$ cat config.mk
export PLATFORM = sky130hd
export DESIGN_NAME = pwm_capture
export DESIGN_NICKNAME = d
export VERILOG_FILES = /design/src/rtl/pwm_pkg.sv /design/src/rtl/pwm_in_sync.sv /design/src/rtl/pwm_capture.sv
export SDC_FILE = /design/constraint.sdc
export NUM_CORES = 1
export LEC_CHECK = 0
export ABC_AREA = 1
export BUFFER_PORTS_ARGS = -buffer_cell sky130_fd_sc_hd__buf_2
export CORE_MARGIN = 2
export CORE_UTILIZATION = 55
export DETAILED_ROUTE_END_ITERATION = 7
export GPL_ROUTABILITY_DRIVEN = 0
export GPL_TIMING_DRIVEN = 0
export PLACE_DENSITY = 0.71
export SLEW_MARGIN = 20
export SYNTH_ARGS = -nofsm -noshare
export SYNTH_HDL_FRONTEND = slang
export SYNTH_SLANG_ARGS = --single-unit
$ cat constraint.sdc
create_clock -name clk -period 5.2 [get_ports clk]
set_clock_uncertainty 0.15 [all_clocks]
set_input_delay 0.52 -clock clk [delete_from_list [all_inputs] [get_ports clk]]
set_output_delay 0.52 -clock clk [all_outputs]
set_load 0.02 [all_outputs]
$ cat src/rtl/pwm_pkg.sv
// Shared PWM definitions: capture FSM states and the default frame geometry
// used by both the PWM generator and pwm_capture.
package pwm_pkg;

    localparam int CNT_W_DEF   = 4;
    localparam int TIMEOUT_DEF = 32;

    typedef enum logic [1:0] {
        IDLE,
        HIGH,
        LOW,
        STUCK
    } state_e;

endpackage

$ cat src/rtl/pwm_in_sync.sv
// Input conditioning for pwm_capture: 2-flop synchronizer, optional glitch filter
// (PWM_CAPTURE_FILTER_EN) and registered rise/fall detect on the conditioned level.
module pwm_in_sync (
    input  logic clk,
    input  logic rst_n,
    input  logic pwm_in,
    output logic s,
    output logic rise,
    output logic fall
);

    logic sync1_q, sync2_q;
    logic lvl;
    logic lvl_dly_q;
    logic rise_q, fall_q;

`ifdef PWM_CAPTURE_FILTER_EN
    logic sync3_q, filt_q;

    // Accept a new level only once two consecutive synchronized samples agree.
    assign lvl = (sync2_q == sync3_q) ? sync2_q : filt_q;

    always_ff @(posedge clk or negedge rst_n) begin
        if (!rst_n) begin
            sync3_q <= 1'b0;
            filt_q  <= 1'b0;
        end else begin
            sync3_q <= sync2_q;
            filt_q  <= lvl;
        end
    end
`else
    assign lvl = sync2_q;
`endif

    always_ff @(posedge clk or negedge rst_n) begin
        if (!rst_n) begin
            sync1_q   <= 1'b0;
            sync2_q   <= 1'b0;
            lvl_dly_q <= 1'b0;
            rise_q    <= 1'b0;
            fall_q    <= 1'b0;
        end else begin
            sync1_q   <= pwm_in;
            sync2_q   <= sync1_q;
            lvl_dly_q <= lvl;
            rise_q    <= lvl & ~lvl_dly_q;
            fall_q    <= ~lvl & lvl_dly_q;
        end
    end

    // lvl_dly_q is the level that rise/fall refer to, so s stays aligned with them.
    assign s    = lvl_dly_q;
    assign rise = rise_q;
    assign fall = fall_q;

endmodule

$ cat src/rtl/pwm_capture.sv
// PWM receiver: measures high time and period per frame and reports the duty code.
// Define PWM_CAPTURE_FILTER_EN to add a 2-cycle glitch filter on the input.
module pwm_capture
    import pwm_pkg::*;
#(
    parameter int CNT_W   = CNT_W_DEF,
    parameter int TIMEOUT = TIMEOUT_DEF
) (
    input  logic             clk,
    input  logic             rst_n,
    input  logic             pwm_in,
    output logic [CNT_W-1:0] duty_out,
    output logic [CNT_W:0]   period_out,
    output logic             valid,
    output logic             stuck_hi,
    output logic             stuck_lo
);

    localparam int HC_W = CNT_W + 1;
    localparam int TC_W = $clog2(TIMEOUT) + 1;
    localparam logic [HC_W-1:0] HC_MAX   = '1;
    localparam logic [TC_W-1:0] TC_MAX   = '1;
    localparam logic [HC_W-1:0] DUTY_MAX = HC_W'((1 << CNT_W) - 1);
    localparam logic [HC_W:0]   PER_MAX  = (HC_W + 1)'((1 << (CNT_W + 1)) - 1);

    logic s, rise, fall;

    pwm_in_sync u_sync (
        .clk    (clk),
        .rst_n  (rst_n),
        .pwm_in (pwm_in),
        .s      (s),
        .rise   (rise),
        .fall   (fall)
    );

    state_e            state_q, state_d;
    logic [HC_W-1:0]   hcnt_q, hcnt_d, lcnt_q, lcnt_d;
    logic [TC_W-1:0]   tcnt_q, tcnt_d;
    logic [CNT_W-1:0]  duty_q, duty_d;
    logic [CNT_W:0]    period_q, period_d;
    logic              valid_q, valid_d, shi_q, shi_d, slo_q, slo_d;

    logic [HC_W-1:0]   hcnt_inc, lcnt_inc, hm1;
    logic [TC_W-1:0]   tcnt_inc;
    logic [HC_W:0]     sum;
    logic [CNT_W-1:0]  duty_pub;
    logic [CNT_W:0]    period_pub;
    logic              timeout, do_start, do_pub, do_stuck;

    assign hcnt_inc   = (hcnt_q == HC_MAX) ? hcnt_q : hcnt_q + 1'b1;
    assign lcnt_inc   = (lcnt_q == HC_MAX) ? lcnt_q : lcnt_q + 1'b1;
    assign tcnt_inc   = (tcnt_q == TC_MAX) ? tcnt_q : tcnt_q + 1'b1;
    assign timeout    = (tcnt_q >= TC_W'(TIMEOUT));
    assign hm1        = hcnt_q - 1'b1;
    assign sum        = {1'b0, hcnt_q} + {1'b0, lcnt_q};
    assign duty_pub   = (hm1 > DUTY_MAX) ? '1 : hm1[CNT_W-1:0];
    assign period_pub = (sum > PER_MAX) ? '1 : sum[CNT_W:0];

    always_comb begin
        state_d  = state_q;
        hcnt_d   = hcnt_q;
        lcnt_d   = lcnt_q;
        tcnt_d   = tcnt_q;
        duty_d   = duty_q;
        period_d = period_q;
        shi_d    = shi_q;
        slo_d    = slo_q;
        valid_d  = 1'b0;
        do_start = 1'b0;
        do_pub   = 1'b0;
        do_stuck = 1'b0;

        // A rise is checked before the timeout so it wins when both coincide.
        unique case (state_q)
            IDLE: begin
                if (rise)         do_start = 1'b1;
                else if (timeout) do_stuck = 1'b1;
                else              tcnt_d   = tcnt_inc;
            end
            HIGH: begin
                if (timeout) begin
                    do_stuck = 1'b1;
                end else if (fall) begin
                    state_d = LOW;
                    lcnt_d  = HC_W'(1);
                    tcnt_d  = tcnt_inc;
                end else begin
                    hcnt_d = hcnt_inc;
                    tcnt_d = tcnt_inc;
                end
            end
            LOW: begin
                if (rise) begin
                    do_pub   = 1'b1;
                    do_start = 1'b1;
                end else if (timeout) begin
                    do_stuck = 1'b1;
                end else begin
                    lcnt_d = lcnt_inc;
                    tcnt_d = tcnt_inc;
                end
            end
            STUCK: begin
                if (rise) do_start = 1'b1;
            end
            default: state_d = IDLE;
        endcase

        if (do_start) begin
            state_d = HIGH;
            hcnt_d  = HC_W'(1);
            tcnt_d  = TC_W'(1);
        end
        if (do_pub) begin
            duty_d   = duty_pub;
            period_d = period_pub;
            shi_d    = 1'b0;
            slo_d    = 1'b0;
            valid_d  = 1'b1;
        end
        if (do_stuck) begin
            state_d  = STUCK;
            duty_d   = s ? '1 : '0;
            period_d = '0;
            shi_d    = s;
            slo_d    = ~s;
            valid_d  = 1'b1;
        end
    end

    always_ff @(posedge clk or negedge rst_n) begin
        if (!rst_n) begin
            state_q  <= IDLE;
            hcnt_q   <= '0;
            lcnt_q   <= '0;
            tcnt_q   <= '0;
            duty_q   <= '0;
            period_q <= '0;
            valid_q  <= 1'b0;
            shi_q    <= 1'b0;
            slo_q    <= 1'b0;
        end else begin
            state_q  <= state_d;
            hcnt_q   <= hcnt_d;
            lcnt_q   <= lcnt_d;
            tcnt_q   <= tcnt_d;
            duty_q   <= duty_d;
            period_q <= period_d;
            valid_q  <= valid_d;
            shi_q    <= shi_d;
            slo_q    <= slo_d;
        end
    end

    assign duty_out   = duty_q;
    assign period_out = period_q;
    assign valid      = valid_q;
    assign stuck_hi   = shi_q;
    assign stuck_lo   = slo_q;

endmodule
==> flow_metrics.py, run 1 <==
metrics = {
    "drt": {
        "wl_met2_um": 1540,
        "drt_iter0_drc": 64,
        "detail-route-antenna-nets": 0,
        "wl_per_cell_um": 10.9,
        "num_vias": 1575,
        "wl_met3_um": 122,
        "topRoutingLayerUsed": "met4",
        "wl_met1_um": 1730,
        "drc": 0,
        "viasPerCell": 5.00,
        "first_pass_iters": 4,
        "totalWireLength_um": 3450,
    },
    "final_layout": {
        "layout-drive-gt1-share_pct": 16.0,
        "antennaDiodeCount": 0,
        "fillers": 314,
        "layout.nets": 285,
        "finalNonFillerCells": 315,
        "design_area_mm2": 0.00220,
        "area_delta_synth_final_pct": 10.8,
    },
    "synthesis": {
        "synth_area_mm2": 0.00199,
        "synth.area.top_cells": "dfrtp_1 44%, nand2_1 13%, ha_1 8.2%",
        "ys.flop_type": "dfrtp_1",
        "synthMostInstantiatedCell": "nand2_1",
        "ys_warn_count": 0,
        "ys_async_sr_fraction_pct": 100,
        "synth.avg_cell_area_um2": 8.04,
        "syn-num-nets": 264,
        "syn_inst": 247,
        "yosys.area.top_type": "dfrtp_1",
        "ys_types": 27,
        "ys_ff_latch": 35,
        "synth_edf_count": 0,
        "ys_seq_area_share_pct": 44.1,
        "ys_top_cells_by_count": "71 x nand2_1, 35 x dfrtp_1, 30 x inv_1, 23 x nand3_1, 18 x nor2_1",
        "yosysTopAreaCellShare_pct": 44.1,
    },
    "worst_setup_path": {
        "crit_type": "flop to flop",
        "start_kind": "flop",
        "r2r_cells": 8,
        "max_stage_delay_ns": 0.48,
        "path_common_cell": "nand2_1",
        "required_ns": 5.28,
        "endpoint_kind": "flop",
        "cp_slowest_cell": "dfrtp_1",
        "worstPathArrival_ns": 1.96,
        "worstPathMaxFanout": 6,
        "cp_cell_sequence": "ha_1 > fa_1 > nand3_1 > nand4_1 > nand2_1 > nand2_1 > nand2_1 > nand2_1",
    },
    "global_routing": {
        "antenna_found_initial": 0,
        "grt_first_pass_wirelength_um": 6470,
        "grt_pass1_vias": 1509,
        "track_usage_pct": 20.3,
        "overflow": 0,
        "grt_max_degree": 36,
    },
    "clock_network": {
        "clk_latency_ns": 0.34,
        "cts_max_level": 2,
        "cts_max_path_buffers": 2,
        "post_cts_buffers": 0,
        "cts-root-buf": "clkbuf_4",
        "cts_tree": "done",
        "clk_pin_slew_ns": 0.11,
        "cts_resized": 0,
        "numCtsBuffers": 5,
        "hold_buffers": 0,
        "numClockSinks": 35,
    },
    "flow_run": {
        "cap_violations": 0,
    },
    "floorplanning": {
        "rows": 21,
        "initial_core_util_pct": 58.6,
        "core_area_mm2": 0.00339,
        "dieArea_mm2": 0.00411,
        "num_io_pins": 15,
        "die_h_um": 64.1,
        "die_w_um": 64.1,
    },
    "power": {
        "vdd_drop_max_v": 0.000212,
        "p_leak_nw": 1.23,
        "power_density_mw_per_mm2": 514,
    },
    "sta": {
        "final_max_slew_viol_count": 0,
        "slew_headroom_pct": 49.5,
        "finalCritPeriodShare_pct": 36.1,
        "setup_tns_ns": 0,
        "setup_violations": 0,
        "rsz0062_at_grt": "false",
        "hold_viol": 0,
        "worst_pin_slew_ns": 0.758,
        "max_freq_ghz": 0.533,
        "min_period_ns": 1.88,
    },
    "placement": {
        "io_buffer_count": 14,
        "dpl_cell_area_mm2": 0.00211,
        "dp_hpwl_um": 2570,
        "dp.cells": 307,
    },
    "outcome": {
        "status": "finished clean",
    },
    "worst_hold_path": {
        "hp-class": "input pin to async pin",
    },
}
where the power goes:
part | switching, mW | internal (mW)
Combinational | 0.303 | 0.188
Sequential | 0.0816 | 0.355
Clock | 0.0902 | 0.114
stage by stage:
stage	worst slack, ns	hold WS [ns]	util [%]	power [mW]
floorplan	3.51	0.0744	-	0.818
global placement	3.35	0.193	62.3	0.921
detailed placement	3.34	0.187	62.3	0.935
CTS	3.33	0.108	64.9	1.14
global route	3.14	0.0998	64.9	1.24
finish	3.32	0.0865	64.9	1.13
layer usage:
layer	vias up	track usage, %
met5	-	0
met4	0	6.52
met3	5	5.81
met2	26	33.2
met1	716	26.0
li1	828	-
layout make-up:
type                            count  area, um^2  area share [%]
Clock inverter                      2        35.0            1.59
Buffer                              1        11.3           0.512
Sequential cell                    35         876            39.8
Tap cell                           46        57.6            2.62
Multi-Input combinational cell    173         953            43.3
Timing Repair Buffer               14        70.1            3.19
Clock buffer                        6        51.3            2.33
Inverter                           38         145            6.60
worst max-delay path: cells and delay by family (launching register included):
family / cells / cell delay (ns)
AND/OR/NAND/NOR: 6 / 0.46
flip-flops: 1 / 0.48
adder cells (fa/ha/maj): 2 / 0.68
cells in the final DEF, fill, tap and decap left out:
cell type	count
nor3_4	1
nand2_2	4
clkbuf_4	5
inv_4	1
o21ai_0	7
inv_2	5
nor3_1	4
o21ai_2	1
bufinv_16	1
a21oi_1	5
inv_1	30
nor2_4	3
buf_6	1
nand3_2	2
ha_1	13
or2_2	1
xnor2_1	2
nand2_1	71
o21bai_1	1
xor2_1	1
clkinv_1	2
fa_1	1
nand4_1	6
nand3_1	23
buf_2	14
nor2_1	18
o21ai_1	6
dfrtp_1	35
o211ai_1	1
clkbuf_8	1
clkinv_2	1
nand2_4	2
registers in the layout, indices dropped and copies added, names as in the netlist, 2 cells and up:
| signal | cells |
|---|---|
| lcnt_q | 5 |
| duty_out | 4 |
| tcnt_q | 6 |
| hcnt_q | 5 |
| period_out | 5 |
| state_q | 2 |
cells by family (layout without fill, tap and decap cells):
logic type | after synthesis | in the layout | share of synthesized area, %
AO/OA/AOI/OAI | 21 | 21 | 5.73
XOR/XNOR | 3 | 3 | 1.32
adder cells (fa/ha/maj) | 14 | 14 | 9.20
buffers and inverters | 39 | 61 | 7.88
flip-flops | 35 | 35 | 44.1
AND/OR/NAND/NOR | 135 | 135 | 31.8
final timing paths:
| kind | from | to | slack (ns) |
|---|---|---|---|
| hold reg to reg | u_sync.sync1_q | u_sync.lvl | 0.21 |
| hold / removal | rst_n | tcnt_q[4] | 0.09 |
| max in group asynchronous | rst_n | lcnt_q[3] | 4.32 |
| setup reg to reg | hcnt_q[0] | period_out[4] | 3.32 |
| setup / recovery | hcnt_q[0] | period_out[4] | 3.32 |
| min in group clk | pwm_in | u_sync.sync1_q | 0.13 |
Power figures use the tool's default switching activity.
==> run 2, diff against run 1 <==
--- a/config.mk
+++ b/config.mk
@@ -5,14 +5,14 @@
 export SDC_FILE = /design/constraint.sdc
 export NUM_CORES = 1
 export LEC_CHECK = 0
-export ABC_AREA = 1
+export ABC_AREA = 0
 export BUFFER_PORTS_ARGS = -buffer_cell sky130_fd_sc_hd__buf_2
 export CORE_MARGIN = 2
-export CORE_UTILIZATION = 55
+export CORE_UTILIZATION = 53
 export DETAILED_ROUTE_END_ITERATION = 7
 export GPL_ROUTABILITY_DRIVEN = 0
 export GPL_TIMING_DRIVEN = 0
-export PLACE_DENSITY = 0.71
+export PLACE_DENSITY = 0.72
 export SLEW_MARGIN = 20
 export SYNTH_ARGS = -nofsm -noshare
 export SYNTH_HDL_FRONTEND = slang
==> constraint.sdc (replaced) <==
create_clock -name clk -period 1.55 [get_ports clk]
set_clock_uncertainty 0.15 [all_clocks]
set_input_delay 0.155 -clock clk [delete_from_list [all_inputs] [get_ports clk]]
set_output_delay 0.155 -clock clk [all_outputs]
set_load 0.02 [all_outputs]
==> flow_metrics.py, run 2 <==
metrics = {
    "outcome": {
        "status": "finished with violations",
        "violations": "negative setup slack",
    },
    "synthesis": {
        "ys_async_sr_fraction_pct": 100,
        "synth.area.top_cells": "dfrtp_1 46%, ha_1 8.6%, nand2_1 4.7%",
        "ys.flop_type": "dfrtp_1",
        "syn_inst": 194,
        "ys_types": 44,
        "synth_area_mm2": 0.00190,
        "yosys.area.top_type": "dfrtp_1",
        "ys_warn_count": 0,
        "syn-num-nets": 211,
        "synth.avg_cell_area_um2": 9.80,
        "ys_top_cells_by_count": "35 x dfrtp_1, 24 x nand2_1, 16 x a21oi_1, 15 x nor2_1, 13 x ha_1",
        "ys_ff_latch": 35,
        "synth_edf_count": 0,
        "yosysTopAreaCellShare_pct": 46.1,
        "ys_seq_area_share_pct": 46.1,
        "synthMostInstantiatedCell": "dfrtp_1",
    },
    "sta": {
        "fin_hold_ws_ns": 0.214,
        "hold_viol": 0,
        "rsz0062_at_grt": "true",
        "worst_pin_slew_ns": 0.806,
        "slew_headroom_pct": 46.2,
        "setup_violations": 19,
        "final_max_slew_viol_count": 0,
        "fin_ws_ns": -0.477,
        "finalCritPeriodShare_pct": 131,
        "min_period_ns": 2.03,
        "setup_tns_ns": -6.21,
        "max_freq_ghz": 0.493,
    },
    "global_routing": {
        "grt_pass1_vias": 1719,
        "grt_first_pass_wirelength_um": 7990,
        "grt_max_degree": 36,
        "antenna_found_initial": 0,
        "track_usage_pct": 25.7,
        "overflow": 0,
    },
    "floorplanning": {
        "dieArea_mm2": 0.00408,
        "num_io_pins": 15,
        "initial_core_util_pct": 56.1,
        "rows": 21,
        "die_h_um": 63.9,
        "core_area_mm2": 0.00339,
        "die_w_um": 63.9,
    },
    "drt": {
        "num_vias": 1648,
        "totalWireLength_um": 5020,
        "wl_per_cell_um": 17.6,
        "drc": 0,
        "drt_iter0_drc": 103,
        "first_pass_iters": 5,
        "viasPerCell": 5.78,
        "detail-route-antenna-nets": 0,
    },
    "worst_setup_path": {
        "path_buf_inv": 1,
        "required_ns": 1.64,
        "worstPathMaxFanout": 3,
        "crit_type": "flop to flop",
        "start_kind": "flop",
        "max_stage_delay_ns": 0.45,
        "cp_cell_sequence": "buf_6 > ha_4 > fa_2 > a21oi_2 > nor2_1 > o41ai_2 > o21ai_1",
        "worstPathArrival_ns": 2.12,
        "crit_family": "compound AO/OA/AOI/OAI gates",
        "endpoint_kind": "flop",
        "cp_slowest_cell": "dfrtp_2",
    },
    "final_layout": {
        "finalNonFillerCells": 285,
        "seqCellArea_um2": 887,
        "final_common_cell": "dfrtp_1",
        "antennaDiodeCount": 0,
        "multi_input_comb_area_mm2": 0.00127,
        "design_area_mm2": 0.00265,
        "area_delta_synth_final_pct": 39.4,
        "layout.nets": 255,
        "layout_common_cells": "26 x dfrtp_1, 18 x nand2_1, 16 x buf_2, 16 x buf_4, 12 x nor2_1",
        "layout-drive-gt1-share_pct": 45.2,
        "fillers": 196,
        "largest_reg_flops": 6,
        "top_register": "tcnt_q",
        "final_core_util_pct": 78.2,
    },
    "worst_hold_path": {
        "hp-class": "flop to flop",
    },
    "power": {
        "p_leak_nw": 1.23,
        "vdd_drop_max_v": 0.000947,
        "power_density_mw_per_mm2": 1730,
        "total_power_mw": 4.59,
    },
    "clock_network": {
        "numClockSinks": 35,
        "clk_latency_ns": 0.35,
        "cts_max_level": 2,
        "clk_pin_slew_ns": 0.11,
        "cts-root-buf": "clkbuf_4",
        "cts_tree": "done",
        "cts_max_path_buffers": 2,
        "numCtsBuffers": 5,
    },
    "placement": {
        "place_ws_ns": -0.523,
        "dp_hpwl_um": 2920,
        "dpl_cell_area_mm2": 0.00218,
        "io_buffer_count": 14,
        "dp.cells": 254,
    },
    "flow_run": {
        "cap_violations": 0,
    },
}
-- run 2: cell count changes after synthesis, sizes merged, moves of 6 or more --
cell and change:
o21ai -6, inv -27, nand2 -53, a21oi +11, nand3 -17, nor2 -6
-- run 2: routing by layer --
metal	routed length (um)	track usage, %	share of wire, %
met1	2030	29.4	40
met4	116	12.2	2.3
met5	0	0	0
met3	217	5.63	4.3
met2	2650	45.1	53
-- run 2: cells by family after synthesis --
logic type      Yosys count  share of synthesized area (%)
simple gates             72                           19.3
compound gates           43                           14.9
flops                    35                           46.1
buf+inv                  17                           3.88
fa+ha+maj                14                           9.61
xor+xnor                 10                           4.61
mux                       3                           1.65
-- run 2: worst register-to-register path, stage by stage, from the launching register on --
cell and delay [ns]:
dfrtp_2 0.45, buf_6 0.13, ha_4 0.16, fa_2 0.35
a21oi_2 0.21, nor2_1 0.08, o41ai_2 0.32, o21ai_1 0.09
-- run 2: area by class of cell --
type | count | share of cell area (%)
Multi-Input combinational cell | 142 | 47.9
Inverter | 9 | 1.46
Clock buffer | 7 | 1.70
Clock inverter | 1 | 0.189
Timing Repair Buffer | 39 | 11.2
Buffer | 6 | 1.84
Sequential cell | 35 | 33.5
Tap cell | 46 | 2.17
-- run 2: what timing repair did --
action,CTS,global route
pin swaps,21,18
hold buffers,2,0
hold endpoints to repair,36,0
resized for setup,38,24
setup buffers,17,6
endpoints found under the setup margin,25,24
-- run 2: worst paths after layout --
kind                                start       endpoint  slack, ns  cells after the start
setup reg to reg                lcnt_q[0]  period_out[4]      -0.48                      7
setup / recovery                lcnt_q[0]  period_out[4]      -0.48                      7
hold reg to reg            u_sync.sync1_q     u_sync.lvl       0.21                      0
max in group asynchronous           rst_n      lcnt_q[0]       0.40                      2
hold / removal             u_sync.sync1_q     u_sync.lvl       0.21                      0
min in group asynchronous           rst_n  period_out[3]       0.27                      2
-- run 2: where the power goes --
| part | internal [mW] | switching [mW] | total [mW] | leakage, nW |
|---|---|---|---|---|
| Sequential | 1.20 | 0.356 | 1.55 | 0.439 |
| Clock | 0.177 | 0.307 | 0.484 | 0.0293 |
| Combinational | 1.30 | 1.26 | 2.55 | 0.761 |
